## src/rtl/fetch_pkg.sv

```systemverilog
// Shared fetch-stage types and constants: FSM state encoding, reset vector,
// instruction field widths and the opcode/func values the decoder also uses.
package fetch_pkg;

    typedef enum logic [1:0] {
        S_IDLE  = 2'd0,
        S_FETCH = 2'd1,
        S_ISSUE = 2'd2,
        S_HALT  = 2'd3
    } fetch_state_t;

    localparam logic [31:0] RESET_PC_DEFAULT = 32'h0000_0000;

    localparam int unsigned JIDX_W = 26;
    localparam int unsigned IMM_W  = 16;

    localparam logic [5:0] OP_RTYPE = 6'h00;
    localparam logic [5:0] OP_J     = 6'h02;
    localparam logic [5:0] OP_JAL   = 6'h03;
    localparam logic [5:0] OP_BEQ   = 6'h04;
    localparam logic [5:0] OP_BNE   = 6'h05;

    localparam logic [5:0] FUNC_JR      = 6'h08;
    localparam logic [5:0] FUNC_SYSCALL = 6'h0C;
    localparam logic [5:0] FUNC_ADD     = 6'h20;

endpackage

```

## src/rtl/next_pc_sel.sv

```systemverilog
// Next-PC priority mux: halt > jump-register > jump > taken branch > sequential.
// Purely combinational; the caller only registers the result on an accept.
module next_pc_sel
    import fetch_pkg::*;
#(
    parameter int unsigned ADDR_W = 32
) (
    input  logic [ADDR_W-1:0] i_pc,
    input  logic [ADDR_W-1:0] i_pc_plus4,
    input  logic [31:0]       i_inst,
    input  logic [31:0]       i_rs_value,
    input  logic              i_branch,
    input  logic              i_jump,
    input  logic              i_jump_register,
    input  logic              i_halted,
    output logic [ADDR_W-1:0] o_next_pc_c
);

    logic [ADDR_W-1:0] w_jr_target;
    logic [ADDR_W-1:0] w_j_target;
    logic [ADDR_W-1:0] w_br_offset;
    logic [ADDR_W-1:0] w_br_target;
    logic              w_unused;

    assign w_jr_target = ADDR_W'({i_rs_value[31:2], 2'b00});
    assign w_j_target  = {i_pc_plus4[ADDR_W-1:28], i_inst[JIDX_W-1:0], 2'b00};
    // Word offset: sign-extended immediate scaled by 4, added modulo 2^ADDR_W.
    assign w_br_offset = ADDR_W'({{(32 - IMM_W - 2){i_inst[IMM_W-1]}}, i_inst[IMM_W-1:0], 2'b00});
    assign w_br_target = i_pc_plus4 + w_br_offset;
    assign w_unused    = ^{i_inst[31:JIDX_W], i_rs_value[1:0]};

    always_comb begin
        o_next_pc_c = i_pc_plus4;
        if (i_halted) begin
            o_next_pc_c = i_pc;
        end else if (i_jump_register) begin
            o_next_pc_c = w_jr_target;
        end else if (i_jump) begin
            o_next_pc_c = w_j_target;
        end else if (i_branch) begin
            o_next_pc_c = w_br_target;
        end
    end

endmodule

```

## src/rtl/fetch_unit.sv

```systemverilog
// Instruction fetch stage: req/ack reads from instruction memory, valid/ready
// handoff to decode, and next-PC update from the steering seen at accept.
module fetch_unit
    import fetch_pkg::*;
#(
    parameter int unsigned       ADDR_W   = 32,
    parameter logic [ADDR_W-1:0] RESET_PC = ADDR_W'(RESET_PC_DEFAULT)
) (
    input  logic              clk,
    input  logic              rst_b,
    output logic              imem_req,
    output logic [ADDR_W-1:0] imem_addr,
    input  logic              imem_ack,
    input  logic [31:0]       imem_rdata,
    output logic [31:0]       inst,
    output logic              inst_valid,
    input  logic              inst_ready,
    output logic [ADDR_W-1:0] pc,
    output logic [ADDR_W-1:0] pc_plus4,
    input  logic              branch,
    input  logic              jump,
    input  logic              jump_register,
    input  logic              halted,
    input  logic [31:0]       rs_value,
    output logic              halt_done,
    output logic [31:0]       fetch_count
);

    fetch_state_t      r_state;
    logic [ADDR_W-1:0] r_pc;
    logic [ADDR_W-1:0] r_pc_plus4;
    logic [31:0]       r_inst;
    logic              r_imem_req;
    logic              r_inst_valid;
    logic              r_halt_done;
    logic [31:0]       r_fetch_count;
    logic              r_ack_armed;
    logic [ADDR_W-1:0] w_next_pc;

    next_pc_sel #(
        .ADDR_W(ADDR_W)
    ) u_next_pc_sel (
        .i_pc            (r_pc),
        .i_pc_plus4      (r_pc_plus4),
        .i_inst          (r_inst),
        .i_rs_value      (rs_value),
        .i_branch        (branch),
        .i_jump          (jump),
        .i_jump_register (jump_register),
        .i_halted        (halted),
        .o_next_pc_c     (w_next_pc)
    );

    // r_ack_armed blocks an ack in the same cycle the request first goes high.
    always_ff @(posedge clk or negedge rst_b) begin
        if (!rst_b) begin
            r_state       <= S_IDLE;
            r_pc          <= RESET_PC;
            r_pc_plus4    <= RESET_PC + ADDR_W'(4);
            r_inst        <= 32'd0;
            r_imem_req    <= 1'b0;
            r_inst_valid  <= 1'b0;
            r_halt_done   <= 1'b0;
            r_fetch_count <= 32'd0;
            r_ack_armed   <= 1'b0;
        end else begin
            case (r_state)
                S_IDLE: begin
                    r_imem_req  <= 1'b1;
                    r_ack_armed <= 1'b0;
                    r_state     <= S_FETCH;
                end
                S_FETCH: begin
                    if (!r_ack_armed) begin
                        r_ack_armed <= 1'b1;
                    end else if (imem_ack) begin
                        r_inst       <= imem_rdata;
                        r_imem_req   <= 1'b0;
                        r_inst_valid <= 1'b1;
                        r_ack_armed  <= 1'b0;
                        r_state      <= S_ISSUE;
                    end
                end
                S_ISSUE: begin
                    if (inst_ready) begin
                        r_fetch_count <= r_fetch_count + 32'd1;
                        r_inst_valid  <= 1'b0;
                        r_pc          <= w_next_pc;
                        r_pc_plus4    <= w_next_pc + ADDR_W'(4);
                        if (halted) begin
                            r_halt_done <= 1'b1;
                            r_state     <= S_HALT;
                        end else begin
                            r_imem_req <= 1'b1;
                            r_state    <= S_FETCH;
                        end
                    end
                end
                S_HALT: begin
                    r_imem_req   <= 1'b0;
                    r_inst_valid <= 1'b0;
                    r_halt_done  <= 1'b1;
                end
                default: begin
                    r_state <= S_IDLE;
                end
            endcase
        end
    end

    assign imem_req    = r_imem_req;
    assign imem_addr   = r_pc;
    assign inst        = r_inst;
    assign inst_valid  = r_inst_valid;
    assign pc          = r_pc;
    assign pc_plus4    = r_pc_plus4;
    assign halt_done   = r_halt_done;
    assign fetch_count = r_fetch_count;

endmodule

```

## config.mk

```make
export PLATFORM = sky130hd
export DESIGN_NAME = fetch_unit
export DESIGN_NICKNAME = d
export VERILOG_FILES = /design/src/rtl/fetch_pkg.sv /design/src/rtl/next_pc_sel.sv /design/src/rtl/fetch_unit.sv
export SDC_FILE = /design/constraint.sdc
export NUM_CORES = 1
export LEC_CHECK = 0
export ABC_AREA = 1
export CAP_MARGIN = 10
export CORE_AREA = 5 5 143 247
export CTS_BUF_LIST = sky130_fd_sc_hd__clkbuf_2 sky130_fd_sc_hd__clkbuf_4 sky130_fd_sc_hd__clkbuf_8
export CTS_CLUSTER_SIZE = 40
export DETAILED_ROUTE_END_ITERATION = 10
export DIE_AREA = 0 0 148 252
export DONT_BUFFER_PORTS = 1
export SLEW_MARGIN = 20
export SYNTH_ARGS = -nofsm -noshare
export SYNTH_HDL_FRONTEND = slang
export SYNTH_HIERARCHICAL = 1
export SYNTH_SLANG_ARGS = --single-unit
```

## constraint.sdc

```tcl
create_clock -name clk -period 3.5 [get_ports clk]
set_clock_uncertainty 0.05 [all_clocks]
set_input_delay 0.525 -clock clk [delete_from_list [all_inputs] [get_ports clk]]
set_output_delay 0.525 -clock clk [all_outputs]
set_load 0.005 [all_outputs]
```

==> out/qor.tcl <==
set qor(outcome) {complete, but fails checks}
set qor(failed_checks) {hold timing}
set qor(top_family_by_delay_on_critical_path) {simple AND/OR/NAND/NOR gates}
set qor(synth_enable_flop_cells) 0
set qor(worstMarginPinSlew_ps) 704
set qor(fmaxAchievable_mhz) 299
set qor(initial_cell_density_of_the_core_pct) 29.6
set qor(top_cells_by_count_synth) {sky130_fd_sc_hd__nand2_1, sky130_fd_sc_hd__nor2_1, sky130_fd_sc_hd__inv_1}
set qor(grt.total_usage_pct) 19.6
set qor(worstSetupStartpointType) {register}
set qor(post_drt_via_cell_ratio) 5.07
set qor(crit_buf_inv) 1
set qor(part_of_the_total_power_dissipated_in_sequential_elements_pct) 33.0
set qor(antenna_found_initial) 3
set qor(place.detailed.instances) 1885
set qor(endpoint_of_the_worst_register_to_register_path) {pc_plus4[25]$_DFFE_PN0P_}
set qor(wl_met2_um) 19500
set qor(std_cell_rows) 88
set qor(post-route-period-util_pct) 95.5
set qor(synth_async_sr_flop_share_pct) 100
set qor(final-hold-violation-count) 132
set qor(vias_in_the_first_global_route) 9639
set qor(synth_cells) 1487
set qor(die_area_mm2) 0.0373
set qor(post_synth_instance_area_mm2) 0.00976
set qor(ys.warnings.count) 6
set qor(dr_total_vias) 9761
set qor(met3RoutedLength_um) 2700
set qor(design.portCount) 235
set qor(route.final.wire_length_um) 37500
set qor(die_x_um) 148
set qor(topRoutingLayerUsed) {met4}
set qor(worst-path-stages) 19
set qor(syn_nets) 1597
set qor(area_delta_synth_final_pct) 11.2
set qor(final_net_count) 1612
set qor(drt-wirelength-per-cell_um) 19.5
set qor(count_of_cell_types_in_the_netlist) 47
set qor(relative_slew_slack_pct) 53.0
set qor(final-max-slew-violation-count) 0
set qor(power.share.switching_pct) 49.4
set qor(cts.sink_count) 132
set qor(placeableCoreArea_mm2) 0.0329
set qor(drt_first_iter_violations) 573
set qor(hp-class) {input port to asynchronous set/reset pin}
set qor(setup-violations-final) 0
set qor(synth_top_area_share_pct) 33.6
set qor(die_h_um) 252
set qor(worst_hold_slack_ps) -304
set qor(clk_transition_reported_paths_ps) 90
set qor(timing.critical_path.mode_cell) {sky130_fd_sc_hd__nand2_1}
set qor(top_count_cell_post_synth) {sky130_fd_sc_hd__nand2_1}
set qor(crit_reg_reg_startpoint) {inst[4]$_DFFE_PN0P_}
set qor(grt_start_max_net_pins) 133
set qor(post_synth.cell_area_avg_um2) 6.56
set qor(ys_dominant_reg_cell) {sky130_fd_sc_hd__dfrtp_1}
set qor(worstPathRequired_ps) 3820
set qor(drt-met1-wl_um) 12600
set qor(crit_slowest_cell) {sky130_fd_sc_hd__dfrtp_1}
set qor(ff2ff_setup_slack_ps) 160
set qor(p_comb_share_pct) 51.3
set qor(yosys.area.top_type) {sky130_fd_sc_hd__dfrtp_1}
set qor(crit_path_cell_trace) {ha_2 -> nand2_1 -> nand3b_1 -> nand2_1 -> nand2_1 -> nand3_1 -> nand2_1 -> a21oi_1 -> o21ai_1 -> nand2_1 -> nand2_1 -> nand2_1 -> nand2_1 -> nor2_1 -> inv_1 -> nor3_1 -> nand2_1 -> nand2_1 -> nand3_1}
set qor(drt_drc_violations_left) 0
set qor(ant_nets) 0
set qor(timing.final.crit_period_ps) 3340
set qor(yosys_register_bits) 132
set qor(synth-seq-area-share_pct) 33.9
set qor(p_clk_share_pct) 15.7
set qor(global_route_wire_length_before_repair_um) 55600
set qor(ctsRootBufferMaster) {sky130_fd_sc_hd__clkbuf_8}
set qor(overflow) 0
set qor(timing.critical_path.arrival_ps) 3660
set qor(report.power.total_mw) 8.44
set qor(netSwitchingPower_mw) 4.17
set qor(cts_made_buffers) 17
set qor(leakage_power_total_nw) 5.58
set qor(drv_cap) 0
set qor(cp-end-kind) {register}
set qor(clock_tree.buffer_depth) 2
set qor(tritoncts) {built}
set qor(vdd_ir_drop_max_uv) 277
set qor(critPathMaxFanout) 5
set qor(place.detailed.hpwl_um) 29200
set qor(delay_of_the_slowest_critical_path_stage_ps) 490
set qor(buffer_ports.inserted) 0
set qor(ctsHtreeMaxLevel) 4
set qor(worstSkewPairLatency_ps) 480
set qor(post_route_cells_drive_above_1_share_pct) 11.3
set qor(criticalPathCategory) {register to register}
set qor(synth_top_cells_by_area) {sky130_fd_sc_hd__dfrtp_1, sky130_fd_sc_hd__nand2_1, sky130_fd_sc_hd__nor2_1}
set qor(power_dens_cells_mw_per_mm2) 778
set qor(drt_pass1_iterations) 5
set qor(internal_power_mw) 4.27
set qor(post_route_non_filler_standard_cell_count) 1924
set qor(reg2reg_depth) 19
set qor(globalplace.congestion) 0.944
[flip-flops by register name, indices dropped and copies added, names as in the netlist]
name         flops
fetch_count     32
imem_addr       32
inst            32
pc_plus4        30
r_state          2
halt_done        1
imem_req         1
inst_valid       1
r_ack_armed      1
[power groups by stage]
stage	Combinational [mW]	Sequential, mW	Clock, mW
finish	4.33	2.79	1.32
global route	4.82	2.88	1.44
global placement	4.12	2.83	0
CTS	4.19	2.82	1.38
floorplan	2.95	2.58	0
detailed placement	4.17	2.85	0
[cell families after synthesis]
family          share of synthesized area (%)
simple gates                             38.9
compound gates                           9.09
xor+xnor                                 2.95
fa+ha+maj                                4.95
flops                                    33.9
buf+inv                                  10.3
[worst reg2reg max path, cell delays in order, from the launching register on]
cell	delay, ps
sky130_fd_sc_hd__dfrtp_1	490
sky130_fd_sc_hd__ha_2	430
sky130_fd_sc_hd__nand2_1	90
sky130_fd_sc_hd__nand3b_1	170
sky130_fd_sc_hd__nand2_1	160
sky130_fd_sc_hd__nand2_1	100
sky130_fd_sc_hd__nand3_1	170
sky130_fd_sc_hd__nand2_1	110
sky130_fd_sc_hd__a21oi_1	130
sky130_fd_sc_hd__o21ai_1	180
sky130_fd_sc_hd__nand2_1	130
sky130_fd_sc_hd__nand2_1	60
sky130_fd_sc_hd__nand2_1	150
sky130_fd_sc_hd__nand2_1	120
sky130_fd_sc_hd__nor2_1	140
sky130_fd_sc_hd__inv_1	80
sky130_fd_sc_hd__nor3_1	260
sky130_fd_sc_hd__nand2_1	90
sky130_fd_sc_hd__nand2_1	60
sky130_fd_sc_hd__nand3_1	70
[metal layers]
layer	GRT usage [%]	vias up
met1	18.9	4540
li1	-	4741
met3	5.61	105
met4	13.7	0
met5	0	-
met2	35.5	375
[placed cells by master, fill, tap and decap left out, types with 17 or more instances in the layout]
cell	instances
sky130_fd_sc_hd__nor2_1	191
sky130_fd_sc_hd__nand4_1	24
sky130_fd_sc_hd__dfrtp_1	130
sky130_fd_sc_hd__xor2_1	23
sky130_fd_sc_hd__o21ai_0	56
sky130_fd_sc_hd__nand2_1	519
sky130_fd_sc_hd__clkbuf_8	17
sky130_fd_sc_hd__nand3_1	108
sky130_fd_sc_hd__nor2_2	17
sky130_fd_sc_hd__inv_1	131
sky130_fd_sc_hd__ha_1	34
sky130_fd_sc_hd__a21oi_1	58
sky130_fd_sc_hd__buf_4	73
[repair_timing]
action,in CTS,in global routing
endpoints found under the hold margin,132,132
buffers inserted,0,3
resized for setup,0,46
endpoints found under the setup margin,0,23
[layout make-up]
class                           instances  area, µm²
Fill cell                            3535      22100
Clock buffer                           18        241
Inverter                              137        514
Antenna cell                            4       10.0
Sequential cell                       132       3310
Clock inverter                         14        143
Timing Repair Buffer                   74        568
Tap cell                              405        507
Multi-Input combinational cell       1140       5560
[stage by stage]
step	setup WS, ps	area [µm²]	util [%]	TNS, ps
after floorplan	645	9760	-	0
final	156	10900	33.0	0
after global routing	-32.9	10800	33.0	-97.6
after CTS	16.3	10700	32.5	0
after global placement	33.7	10300	31.3	0
after detailed placement	31.5	10300	31.3	0
[worst max-delay path by stage]
| stage | start | end |
|---|---|---|
| final | inst[4]$_DFFE_PN0P_ | pc_plus4[25]$_DFFE_PN0P_ |
| after floorplan | inst[0]$_DFFE_PN0P_ | pc_plus4[22]$_DFFE_PN0P_ |
| after detailed placement | pc_plus4[2]$_DFFE_PN1P_ | pc_plus4[27]$_DFFE_PN0P_ |
| after global placement | inst[15]$_DFFE_PN0P_ | pc_plus4[20]$_DFFE_PN0P_ |
| after global routing | pc_plus4[2]$_DFFE_PN1P_ | pc_plus4[29]$_DFFE_PN0P_ |
| after CTS | pc_plus4[2]$_DFFE_PN1P_ | pc_plus4[27]$_DFFE_PN0P_ |
Note: power is estimated with default switching activity, not from simulation.
